**src/rtl/ddr_cmd_sched.sv**
```systemverilog
// DDR SDRAM command issuer: spacing timer, per-bank open tracking, negedge pin launch.
// Optional: define DDR_AUTO_PRECHARGE_EN to turn READ/WRITE into auto-precharge accesses.
module ddr_cmd_sched #(
    parameter int ROW_W   = 13,
    parameter int COL_W   = 10,
    parameter int BA_W    = 2,
    parameter int T_RCD   = 2,
    parameter int T_RP    = 2,
    parameter int T_RFC   = 10,
    parameter int T_MRD   = 2,
    parameter int T_BURST = 4
) (
    input  logic                          clk,
    input  logic                          rst,
    input  logic                          cke_en,
    input  logic                          cmd_valid,
    output logic                          cmd_ready,
    input  logic [2:0]                    cmd_op,
    input  logic [BA_W+ROW_W+COL_W-1:0]   cmd_addr,
    output logic                          cmd_err,
    output logic [2**BA_W-1:0]            bank_open,
    output logic                          cke,
    output logic                          csn,
    output logic                          rasn,
    output logic                          casn,
    output logic                          wen,
    output logic [ROW_W-1:0]              ddr_addr,
    output logic [BA_W-1:0]               ddr_ba
);

    localparam int NBANK = 2**BA_W;

`ifdef DDR_AUTO_PRECHARGE_EN
    localparam int T_RW     = T_BURST + T_RP;
    localparam bit AUTO_PRE = 1'b1;
`else
    localparam int T_RW     = T_BURST;
    localparam bit AUTO_PRE = 1'b0;
`endif

    localparam int T_M1  = (T_RCD > T_RP)  ? T_RCD : T_RP;
    localparam int T_M2  = (T_M1 > T_RFC)  ? T_M1  : T_RFC;
    localparam int T_M3  = (T_M2 > T_MRD)  ? T_M2  : T_MRD;
    localparam int T_MAX = (T_M3 > T_RW)   ? T_M3  : T_RW;
    localparam int TW    = $clog2(T_MAX + 1);

    localparam logic [TW-1:0] LD_RCD = TW'(T_RCD - 1);
    localparam logic [TW-1:0] LD_RP  = TW'(T_RP - 1);
    localparam logic [TW-1:0] LD_RFC = TW'(T_RFC - 1);
    localparam logic [TW-1:0] LD_MRD = TW'(T_MRD - 1);
    localparam logic [TW-1:0] LD_RW  = TW'(T_RW - 1);

    typedef enum logic [2:0] {
        OP_NOP  = 3'd0,
        OP_ACT  = 3'd1,
        OP_RD   = 3'd2,
        OP_WR   = 3'd3,
        OP_PRE  = 3'd4,
        OP_PREA = 3'd5,
        OP_REF  = 3'd6,
        OP_LMR  = 3'd7
    } op_e;

    // {csn, rasn, casn, wen}
    typedef enum logic [3:0] {
        ENC_DESEL = 4'b1111,
        ENC_NOP   = 4'b0111,
        ENC_ACT   = 4'b0011,
        ENC_RD    = 4'b0101,
        ENC_WR    = 4'b0100,
        ENC_PRE   = 4'b0010,
        ENC_REF   = 4'b0001,
        ENC_LMR   = 4'b0000
    } enc_e;

    op_e              op;
    logic [COL_W-1:0] col;
    logic [ROW_W-1:0] row;
    logic [BA_W-1:0]  bank_sel;
    logic [ROW_W-1:0] col_addr;

    enc_e             cmd_q;
    logic [ROW_W-1:0] addr_q;
    logic [BA_W-1:0]  ba_q;
    logic             cke_q;
    logic [TW-1:0]    timer;

    logic             accept;
    logic             legal;
    logic             load_en;
    logic [TW-1:0]    load_val;
    enc_e             enc_n;
    logic [ROW_W-1:0] addr_n;
    logic [BA_W-1:0]  ba_n;
    logic [NBANK-1:0] open_n;

    assign op        = op_e'(cmd_op);
    assign col       = cmd_addr[COL_W-1:0];
    assign row       = cmd_addr[COL_W +: ROW_W];
    assign bank_sel  = cmd_addr[COL_W+ROW_W +: BA_W];
    assign cmd_ready = (timer == '0) && cke_en && cke;
    assign accept    = cmd_valid && cmd_ready;

    always_comb begin
        col_addr              = '0;
        col_addr[COL_W-1:0]   = col;
        col_addr[10]          = AUTO_PRE;
    end

    always_comb begin
        legal    = 1'b1;
        load_en  = 1'b0;
        load_val = '0;
        enc_n    = ENC_NOP;
        addr_n   = addr_q;
        ba_n     = ba_q;
        open_n   = bank_open;
        case (op)
            OP_ACT: begin
                if (bank_open[bank_sel]) begin
                    legal = 1'b0;
                end else begin
                    enc_n            = ENC_ACT;
                    addr_n           = row;
                    ba_n             = bank_sel;
                    open_n[bank_sel] = 1'b1;
                    load_en          = 1'b1;
                    load_val         = LD_RCD;
                end
            end
            OP_RD, OP_WR: begin
                if (!bank_open[bank_sel]) begin
                    legal = 1'b0;
                end else begin
                    if (op == OP_RD) enc_n = ENC_RD;
                    else             enc_n = ENC_WR;
                    addr_n   = col_addr;
                    ba_n     = bank_sel;
                    if (AUTO_PRE) open_n[bank_sel] = 1'b0;
                    load_en  = 1'b1;
                    load_val = LD_RW;
                end
            end
            OP_PRE: begin
                enc_n            = ENC_PRE;
                addr_n[10]       = 1'b0;
                ba_n             = bank_sel;
                open_n[bank_sel] = 1'b0;
                load_en          = 1'b1;
                load_val         = LD_RP;
            end
            OP_PREA: begin
                enc_n      = ENC_PRE;
                addr_n[10] = 1'b1;
                open_n     = '0;
                load_en    = 1'b1;
                load_val   = LD_RP;
            end
            OP_REF: begin
                if (|bank_open) begin
                    legal = 1'b0;
                end else begin
                    enc_n    = ENC_REF;
                    load_en  = 1'b1;
                    load_val = LD_RFC;
                end
            end
            OP_LMR: begin
                if (|bank_open) begin
                    legal = 1'b0;
                end else begin
                    enc_n    = ENC_LMR;
                    addr_n   = cmd_addr[ROW_W-1:0];
                    ba_n     = bank_sel;
                    load_en  = 1'b1;
                    load_val = LD_MRD;
                end
            end
            default: ;
        endcase
    end

    always_ff @(posedge clk or negedge rst) begin
        if (!rst) begin
            cmd_q     <= ENC_DESEL;
            addr_q    <= '0;
            ba_q      <= '0;
            bank_open <= '0;
            cmd_err   <= 1'b0;
            cke_q     <= 1'b0;
            timer     <= '0;
        end else begin
            cke_q   <= cke_en;
            cmd_err <= accept && !legal;
            if (accept && legal) begin
                cmd_q     <= enc_n;
                addr_q    <= addr_n;
                ba_q      <= ba_n;
                bank_open <= open_n;
            end else begin
                cmd_q <= ENC_NOP;
            end
            if (accept && legal && load_en) timer <= load_val;
            else if (timer != '0)           timer <= timer - TW'(1);
        end
    end

    // Half-cycle launch: pins sample the posedge registers on the falling edge.
    always_ff @(negedge clk or negedge rst) begin
        if (!rst) begin
            {csn, rasn, casn, wen} <= ENC_DESEL;
            cke      <= 1'b0;
            ddr_addr <= '0;
            ddr_ba   <= '0;
        end else begin
            {csn, rasn, casn, wen} <= cmd_q;
            cke      <= cke_q;
            ddr_addr <= addr_q;
            ddr_ba   <= ba_q;
        end
    end

endmodule

```
**config.mk**
```make
export PLATFORM = sky130hd
export DESIGN_NAME = ddr_cmd_sched
export DESIGN_NICKNAME = d
export VERILOG_FILES = /design/src/rtl/ddr_cmd_sched.sv
export SDC_FILE = /design/constraint.sdc
export NUM_CORES = 1
export LEC_CHECK = 0
export CORE_MARGIN = 5
export CORE_UTILIZATION = 30
export CTS_CLUSTER_SIZE = 25
export DETAILED_ROUTE_END_ITERATION = 6
export PLACE_DENSITY = 0.63
export SLEW_MARGIN = 20
export SYNTH_ARGS = -nofsm -noshare
export SYNTH_HDL_FRONTEND = slang
export SYNTH_SLANG_ARGS = --single-unit
```
**constraint.sdc**
```tcl
create_clock -name clk -period 4.4 [get_ports clk]
set_clock_uncertainty 0.05 [all_clocks]
set_input_delay 0.44 -clock clk [delete_from_list [all_inputs] [get_ports clk]]
set_output_delay 0.44 -clock clk [all_outputs]
set_load 0.05 [all_outputs]
```
==> impl_metrics.prom, run 1 <==
# TYPE chip_impl_metric gauge
chip_impl_info{name="status",value="complete, no violations"} 1
chip_impl_metric{name="postRouteAntennaNets",unit=""} 0
chip_impl_metric{name="drt_pass_1_iters",unit=""} 4
chip_impl_metric{name="finalNetCount",unit=""} 269
chip_impl_info{name="critPathCapture",value="wen"} 1
chip_impl_metric{name="dp_hpwl",unit="mm"} 3.50
chip_impl_metric{name="synthCells",unit=""} 174
chip_impl_metric{name="top_level_ports",unit=""} 58
chip_impl_metric{name="report.final.hold_viol_count",unit=""} 0
chip_impl_metric{name="met2_length",unit="mm"} 2.33
chip_impl_metric{name="final.fill_count",unit=""} 689
chip_impl_metric{name="total_leakage_power",unit="nW"} 1.37
chip_impl_metric{name="final-instance-count-excl-fill",unit=""} 335
chip_impl_metric{name="cts.hold.buffers_added",unit=""} 0
chip_impl_metric{name="fin_area",unit="um^2"} 3010
chip_impl_metric{name="first_iteration_detailed_routing_drc_count",unit=""} 153
chip_impl_metric{name="maxCapViolations",unit=""} 0
chip_impl_metric{name="cp_data_arrival_time",unit="ps"} 3850
chip_impl_info{name="r2r-end",value="addr_q[8]"} 1
chip_impl_info{name="criticalPathCategory",value="flip-flop to output port"} 1
chip_impl_metric{name="area_growth_syn_to_layout",unit="%"} 36.8
chip_impl_metric{name="max-clock-path-buffers",unit=""} 2
chip_impl_info{name="cell_family_with_the_largest_share_of_critical_path_delay",value="buffers and inverters"} 1
chip_impl_metric{name="yosys_warnings",unit=""} 0
chip_impl_metric{name="die_h",unit="um"} 95.6
chip_impl_metric{name="avgViaCountPerCell",unit=""} 4.60
chip_impl_metric{name="synth-async-reset-ratio",unit="%"} 100
chip_impl_metric{name="reg2regPathDepth",unit=""} 4
chip_impl_metric{name="count_of_final_setup_violators",unit=""} 0
chip_impl_metric{name="power-per-cell-area",unit="nW/um^2"} 460
chip_impl_info{name="crit_path_cell_trace",value="clkdlybuf4s50_1"} 1
chip_impl_metric{name="global_route.usage.total",unit="%"} 10.9
chip_impl_metric{name="drt-total-wl",unit="mm"} 4.68
chip_impl_metric{name="critPathMaxStageDelay",unit="ps"} 790
chip_impl_metric{name="number_of_global_route_vias_before_repair",unit=""} 1577
chip_impl_info{name="route.top_layer_used",value="met4"} 1
chip_impl_metric{name="clock_sink_count",unit=""} 49
chip_impl_metric{name="post_route_cells_drive_above_1_share",unit="%"} 22.5
chip_impl_metric{name="initial_utilization",unit="%"} 30.6
chip_impl_metric{name="met3_wirelength",unit="um"} 239
chip_impl_metric{name="cts_inserted_buffers",unit=""} 5
chip_impl_info{name="worstHoldPathType",value="input pin to asynchronous set/reset pin"} 1
chip_impl_metric{name="netSwitchingFraction",unit="%"} 33.3
chip_impl_info{name="critical_path.endpoint_type",value="output port"} 1
chip_impl_metric{name="cp.required",unit="ps"} 3910
chip_impl_metric{name="sequentialPowerShare",unit="%"} 42.6
chip_impl_metric{name="netSwitchingPower",unit="W"} 0.000461
chip_impl_metric{name="synth-edff-count",unit=""} 0
chip_impl_metric{name="mappedNetlistNets",unit=""} 208
chip_impl_info{name="tritoncts",value="built"} 1
chip_impl_metric{name="clk_latency",unit="ps"} 300
chip_impl_info{name="synth_ff_type",value="dfrtp_1"} 1
chip_impl_metric{name="critical_path_peak_fanout",unit=""} 1
chip_impl_metric{name="grt_overflow_total",unit=""} 0
chip_impl_metric{name="post_cts.resized_instances",unit=""} 0
chip_impl_metric{name="die_x",unit="um"} 95.6
chip_impl_metric{name="ys_seq_elements",unit=""} 49
chip_impl_metric{name="placed_cells_incl_taps",unit=""} 324
chip_impl_metric{name="floorplan.die_area",unit="um^2"} 9140
chip_impl_metric{name="cts-htree-levels",unit=""} 2
chip_impl_info{name="clockRootBuffer",value="clkbuf_8"} 1
chip_impl_metric{name="floorplan.rows",unit=""} 31
chip_impl_info{name="start_kind",value="flip-flop"} 1
chip_impl_metric{name="place.gp.congestion",unit=""} 0.851
chip_impl_metric{name="io_buffers",unit=""} 57
chip_impl_metric{name="vias",unit=""} 1542
chip_impl_metric{name="core_area",unit="um^2"} 7180
chip_impl_metric{name="clkTransAtPathRegs",unit="ps"} 90
chip_impl_info{name="critical_path.slowest_cell",value="clkdlybuf4s50_1"} 1
chip_impl_metric{name="grt_start_max_net_pins",unit=""} 30
chip_impl_metric{name="r2r_slack",unit="ps"} 290
chip_impl_metric{name="clock_power_share",unit="%"} 25.1
chip_impl_metric{name="antenna_cells_inserted",unit=""} 0
chip_impl_metric{name="drcViolationCount",unit=""} 0
chip_impl_metric{name="worst_tran_pin_value",unit="ps"} 688
chip_impl_metric{name="detail_route.wirelength.met1",unit="mm"} 2.01
chip_impl_metric{name="wire_length_of_the_first_global_routing_pass",unit="mm"} 7.63
chip_impl_metric{name="yosysUniqueCellTypes",unit=""} 44
chip_impl_metric{name="peakVddDrop",unit="uV"} 138
chip_impl_info{name="grt_setup_unrepaired",value="false"} 1
chip_impl_info{name="critPathLaunch",value="wen"} 1
chip_impl_metric{name="avgSynthCellArea",unit="um^2"} 12.6
chip_impl_metric{name="synth.yosys.seq_area_share",unit="%"} 56.2
chip_impl_metric{name="synth.cell_area",unit="um^2"} 2200
chip_impl_metric{name="post-cts-setup-buffer-count",unit=""} 0
chip_impl_metric{name="combined_buffer_and_inverter_count_along_the_critical_path",unit=""} 1
chip_impl_metric{name="path_length_in_cells_of_the_critical_path",unit=""} 1
chip_impl_metric{name="internal_power",unit="W"} 0.000923
chip_impl_metric{name="slew-limit-headroom",unit="%"} 54.0
chip_impl_metric{name="post_drt_wl_per_cell",unit="um"} 14.0
chip_impl_metric{name="maxSlewViolCount",unit=""} 0
chip_impl_metric{name="placed_cell_area",unit="um^2"} 2870
chip_impl_info{name="r2r_start",value="cke"} 1
chip_impl_metric{name="number_of_antenna_violations_at_the_first_check_in_global_routing",unit=""} 0
chip_impl_metric{name="pwr-share-comb",unit="%"} 32.3
-- placed cells by master, fill, tap and decap left out, types with 2 or more instances in the layout --
cell type,n
clkdlybuf4s50_1,55
dfrtp_1,25
dfrtn_1,16
mux2_2,13
o21ai_0,12
mux2_4,12
inv_1,11
nand2_1,9
dfstp_2,8
nor2_1,5
a21oi_1,5
clkbuf_8,5
nand3_1,4
o31ai_1,4
nand2b_1,3
nor2b_1,3
o211ai_1,3
a21boi_0,3
nor3_1,3
buf_4,3
mux2i_2,2
mux2i_1,2
nand3b_1,2
xnor2_1,2
a41o_1,2
ha_1,2
clkbuf_16,2
-- routing by layer --
| metal | vias to the layer above | track usage, % |
|---|---|---|
| met5 | - | 0 |
| met3 | 8 | 3.00 |
| met2 | 43 | 17.4 |
| met1 | 753 | 13.9 |
| li1 | 738 | - |
| met4 | 0 | 4.50 |
-- Yosys cell counts, types with 4 or more instances --
cell type   n  area, um^2
inv_1       8        30.0
nand3_1     4        20.0
o21ai_0    12        60.1
o31ai_1     4        30.0
mux2_2     13         146
dfrtp_1    25         626
nand2_1     9        33.8
dfstp_2     8         210
nor2_1      5        18.8
dfrtn_1    16         400
clkbuf_1    4        15.0
a21oi_1     5        25.0
mux2_4     12         180
-- metrics by stage --
step                      TNS [ps]  util, %  hold WS, ps  worst slack (ps)  total power [W]
after floorplan               -147        -         94.4             -14.7         0.000904
after global placement           0     40.0          384               349          0.00105
after detailed placement         0     40.0          392               304          0.00106
after CTS                        0     41.9         58.2              44.4          0.00140
after global routing             0     41.9         75.3              16.2          0.00146
final                            0     41.9         44.3              62.0          0.00138
-- how the worst min path moves through the flow --
stage | startpoint | endpoint | slack [ps] | depth (start not counted)
after detailed placement | rst | bank_open[0] | 390 | 2
after CTS | rst | bank_open[0] | 60 | 2
final | rst | bank_open[0] | 40 | 2
after global placement | rst | bank_open[0] | 380 | 2
after global routing | rst | addr_q[11] | 80 | 2
after floorplan | rst | addr_q[0] | 90 | 0
-- power groups by stage --
stage / clock, W / sequential [W] / combinational, W
finish: 0.000347 / 0.000590 / 0.000447
global route: 0.000377 / 0.000603 / 0.000482
CTS: 0.000355 / 0.000591 / 0.000453
detailed placement: 0.00000707 / 0.000598 / 0.000451
global placement: 0.00000707 / 0.000598 / 0.000445
floorplan: 0.00000707 / 0.000723 / 0.000174
-- sequential cells by signal (all words and copies together) (netlist names) --
name       cells
cmd_err        1
cke_q          1
cmd_q          4
csn            1
cke            1
ddr_ba         2
ddr_addr      13
ba_q           2
addr_q        13
casn           1
rasn           1
timer          4
bank_open      4
wen            1
-- layout make-up --
| cell class | count | area, um^2 | area share (%) |
|---|---|---|---|
| Clock inverter | 5 | 23.8 | 0.790 |
| Clock buffer | 7 | 119 | 3.95 |
| Tap cell | 99 | 124 | 4.12 |
| Multi-Input combinational cell | 109 | 901 | 30.0 |
| Sequential cell | 49 | 1240 | 41.1 |
| Timing Repair Buffer | 59 | 578 | 19.2 |
| Inverter | 7 | 26.3 | 0.874 |
-- cell families (layout without fill, tap and decap cells) --
| family | Yosys count | after routing | synth area share, % |
|---|---|---|---|
| flops | 49 | 49 | 56.2 |
| compound gates | 34 | 34 | 10.0 |
| buf+inv | 16 | 78 | 3.53 |
| xor+xnor | 2 | 2 | 0.797 |
| fa+ha+maj | 2 | 2 | 1.14 |
| other cells | 1 | 1 | 0.171 |
| simple gates | 41 | 41 | 11.1 |
| mux | 29 | 29 | 17.0 |
(Power assumes the default switching activity.)
==> run 2, diff against run 1 <==
--- a/config.mk
+++ b/config.mk
@@ -5,11 +5,15 @@
 export SDC_FILE = /design/constraint.sdc
 export NUM_CORES = 1
 export LEC_CHECK = 0
+export CELL_PAD_IN_SITES_DETAIL_PLACEMENT = 1
+export CELL_PAD_IN_SITES_GLOBAL_PLACEMENT = 2
+export CORE_ASPECT_RATIO = 2
 export CORE_MARGIN = 5
 export CORE_UTILIZATION = 30
+export CTS_BUF_LIST = sky130_fd_sc_hd__clkbuf_4 sky130_fd_sc_hd__clkbuf_8
 export CTS_CLUSTER_SIZE = 25
 export DETAILED_ROUTE_END_ITERATION = 6
-export PLACE_DENSITY = 0.63
+export PLACE_DENSITY = 0.85
 export SLEW_MARGIN = 20
 export SYNTH_ARGS = -nofsm -noshare
 export SYNTH_HDL_FRONTEND = slang
==> impl_metrics.prom, run 2 (synthesized netlist as in run 1, its figures left out) <==
# TYPE chip_impl_metric gauge
chip_impl_metric{name="number_of_antenna_violations_at_the_first_check_in_global_routing",unit=""} 0
chip_impl_metric{name="power-per-cell-area",unit="nW/um^2"} 463
chip_impl_metric{name="floorplan.die_area",unit="um^2"} 9240
chip_impl_metric{name="initial_utilization",unit="%"} 30.5
chip_impl_metric{name="maxSlewViolCount",unit=""} 0
chip_impl_metric{name="postRouteAntennaNets",unit=""} 0
chip_impl_info{name="leading_registers_by_flop_count",value="addr_q x13, ddr_addr x13"} 1
chip_impl_metric{name="clkTransAtPathRegs",unit="ps"} 80
chip_impl_metric{name="number_of_global_route_vias_before_repair",unit=""} 1757
chip_impl_metric{name="die_h",unit="um"} 131
chip_impl_metric{name="post_drt_wl_per_cell",unit="um"} 15.8
chip_impl_metric{name="peakVddDrop",unit="uV"} 241
chip_impl_metric{name="die_x",unit="um"} 70.5
chip_impl_info{name="cell_family_with_the_largest_share_of_critical_path_delay",value="buffers and inverters"} 1
chip_impl_metric{name="global_route.usage.total",unit="%"} 12.2
chip_impl_metric{name="dp_hpwl",unit="mm"} 4.05
chip_impl_metric{name="core_area",unit="um^2"} 7210
chip_impl_metric{name="report.final.hold_viol_count",unit=""} 0
chip_impl_info{name="criticalPathCategory",value="flip-flop to output port"} 1
chip_impl_metric{name="report.power.total",unit="W"} 0.00138
chip_impl_info{name="tritoncts",value="built"} 1
chip_impl_info{name="grt_setup_unrepaired",value="false"} 1
chip_impl_metric{name="clk_latency",unit="ps"} 300
chip_impl_metric{name="io_buffers",unit=""} 57
chip_impl_info{name="critical_path.endpoint_type",value="output port"} 1
chip_impl_info{name="layout_common_cells",value="clkdlybuf4s50_1, dfrtp_1, dfrtn_1, mux2_2"} 1
chip_impl_metric{name="worst_tran_pin_value",unit="ps"} 746
chip_impl_metric{name="finalNetCount",unit=""} 271
chip_impl_metric{name="count_of_final_setup_violators",unit=""} 0
chip_impl_metric{name="antenna_cells_inserted",unit=""} 0
chip_impl_metric{name="clock_sink_count",unit=""} 49
chip_impl_metric{name="avgViaCountPerCell",unit=""} 4.76
chip_impl_metric{name="maxCapViolations",unit=""} 0
chip_impl_metric{name="wire_length_of_the_first_global_routing_pass",unit="mm"} 8.71
chip_impl_info{name="clockRootBuffer",value="clkbuf_8"} 1
chip_impl_metric{name="area_growth_syn_to_layout",unit="%"} 35.9
chip_impl_metric{name="drcViolationCount",unit=""} 0
chip_impl_info{name="worstHoldPathType",value="input pin to asynchronous set/reset pin"} 1
chip_impl_metric{name="cts-htree-levels",unit=""} 2
chip_impl_metric{name="post_cts.resized_instances",unit=""} 0
chip_impl_metric{name="max-clock-path-buffers",unit=""} 2
chip_impl_metric{name="placed_cell_area",unit="um^2"} 2860
chip_impl_info{name="crit_path_cell_trace",value="clkdlybuf4s50_1"} 1
chip_impl_metric{name="cp_data_arrival_time",unit="ps"} 3820
chip_impl_metric{name="critPathMaxStageDelay",unit="ps"} 840
chip_impl_info{name="most_frequent_standard_cell_in_the_layout_excluding_fill_and_tap_cells",value="clkdlybuf4s50_1"} 1
chip_impl_metric{name="floorplan.rows",unit=""} 44
chip_impl_info{name="start_kind",value="flip-flop"} 1
chip_impl_metric{name="fin_area",unit="um^2"} 2990
chip_impl_metric{name="cts.hold.buffers_added",unit=""} 0
chip_impl_metric{name="slew-limit-headroom",unit="%"} 50.3
chip_impl_info{name="critical_path.slowest_cell",value="clkdlybuf4s50_1"} 1
chip_impl_metric{name="combined_buffer_and_inverter_count_along_the_critical_path",unit=""} 1
chip_impl_metric{name="first_iteration_detailed_routing_drc_count",unit=""} 29
chip_impl_metric{name="vias",unit=""} 1572
chip_impl_info{name="status",value="complete, no violations"} 1
chip_impl_metric{name="drt-total-wl",unit="mm"} 5.22
chip_impl_metric{name="cp.required",unit="ps"} 3910
chip_impl_metric{name="grt_start_max_net_pins",unit=""} 36
chip_impl_metric{name="drt_pass_1_iters",unit=""} 3
chip_impl_metric{name="critical_path_peak_fanout",unit=""} 4
chip_impl_metric{name="cts_inserted_buffers",unit=""} 5
chip_impl_metric{name="post-cts-setup-buffer-count",unit=""} 0
chip_impl_metric{name="grt_overflow_total",unit=""} 0
chip_impl_metric{name="total_leakage_power",unit="nW"} 1.37
chip_impl_metric{name="place.gp.congestion",unit=""} 0.791
chip_impl_metric{name="post_route_cells_drive_above_1_share",unit="%"} 25.2
chip_impl_metric{name="top_level_ports",unit=""} 58
-- run 2: cell types whose count changed in the layout (fill, tap and decap cells not counted), sizes merged --
cell / previous run / this run
buf: 4 / 11
bufinv: 0 / 1
clkinv: 1 / 0
clkdlybuf4s50: 55 / 50
-- run 2: path summary, 6_finish.rpt --
path,startpoint,to,slack [ps],depth (start not counted)
worst min-delay path,rst,addr_q[11],140,1
worst max-delay path,cke,cke,90,1
worst max register to register,cke,addr_q[0],310,4
min in group clk,addr_q[12],addr_q[12],470,1
max in group asynchronous,rst,ddr_addr[7],1470,2
worst min register to register,addr_q[12],addr_q[12],470,1
-- run 2: routing by layer --
metal  GRT usage (%)  routed length (um)  vias up  share of wire [%]
li1                -                   -      744                  -
met1            12.0                1800      779                 34
met2            23.6                3000       41                 57
met3            3.05                 295        8                5.7
met4            5.32                 124        0                2.4
met5               0                   0        -                  0
-- run 2: cell type report --
cell class              instances  area (um^2)
repair buffers                 61          581
clock buffers                   7         83.8
well taps                      92          115
flip-flops and latches         49         1240
multi-input cells             109          901
fillers                       776         4220
inverters                       7         26.3
clock inverters                 5         45.0
-- run 2: stage by stage --
stage / util, % / worst slack, ps / cells / hold WS (ps) / setup TNS [ps]
after global placement: 39.7 / 356 / 319 / 439 / 0
after detailed placement: 39.7 / 304 / 319 / 445 / 0
after floorplan: - / -14.7 / 174 / 94.4 / -147
after CTS: 41.4 / 62.9 / 330 / 169 / 0
final: 41.4 / 86.3 / 330 / 144 / 0
after global routing: 41.4 / 25.1 / 330 / 210 / 0
-- run 2: where the power goes --
group	total (W)	internal, W	switching, W
clock network	0.000337	0.000187	0.000150
registers	0.000597	0.000547	0.0000503
logic	0.000449	0.000190	0.000259
total	0.00138	0.000924	0.000459
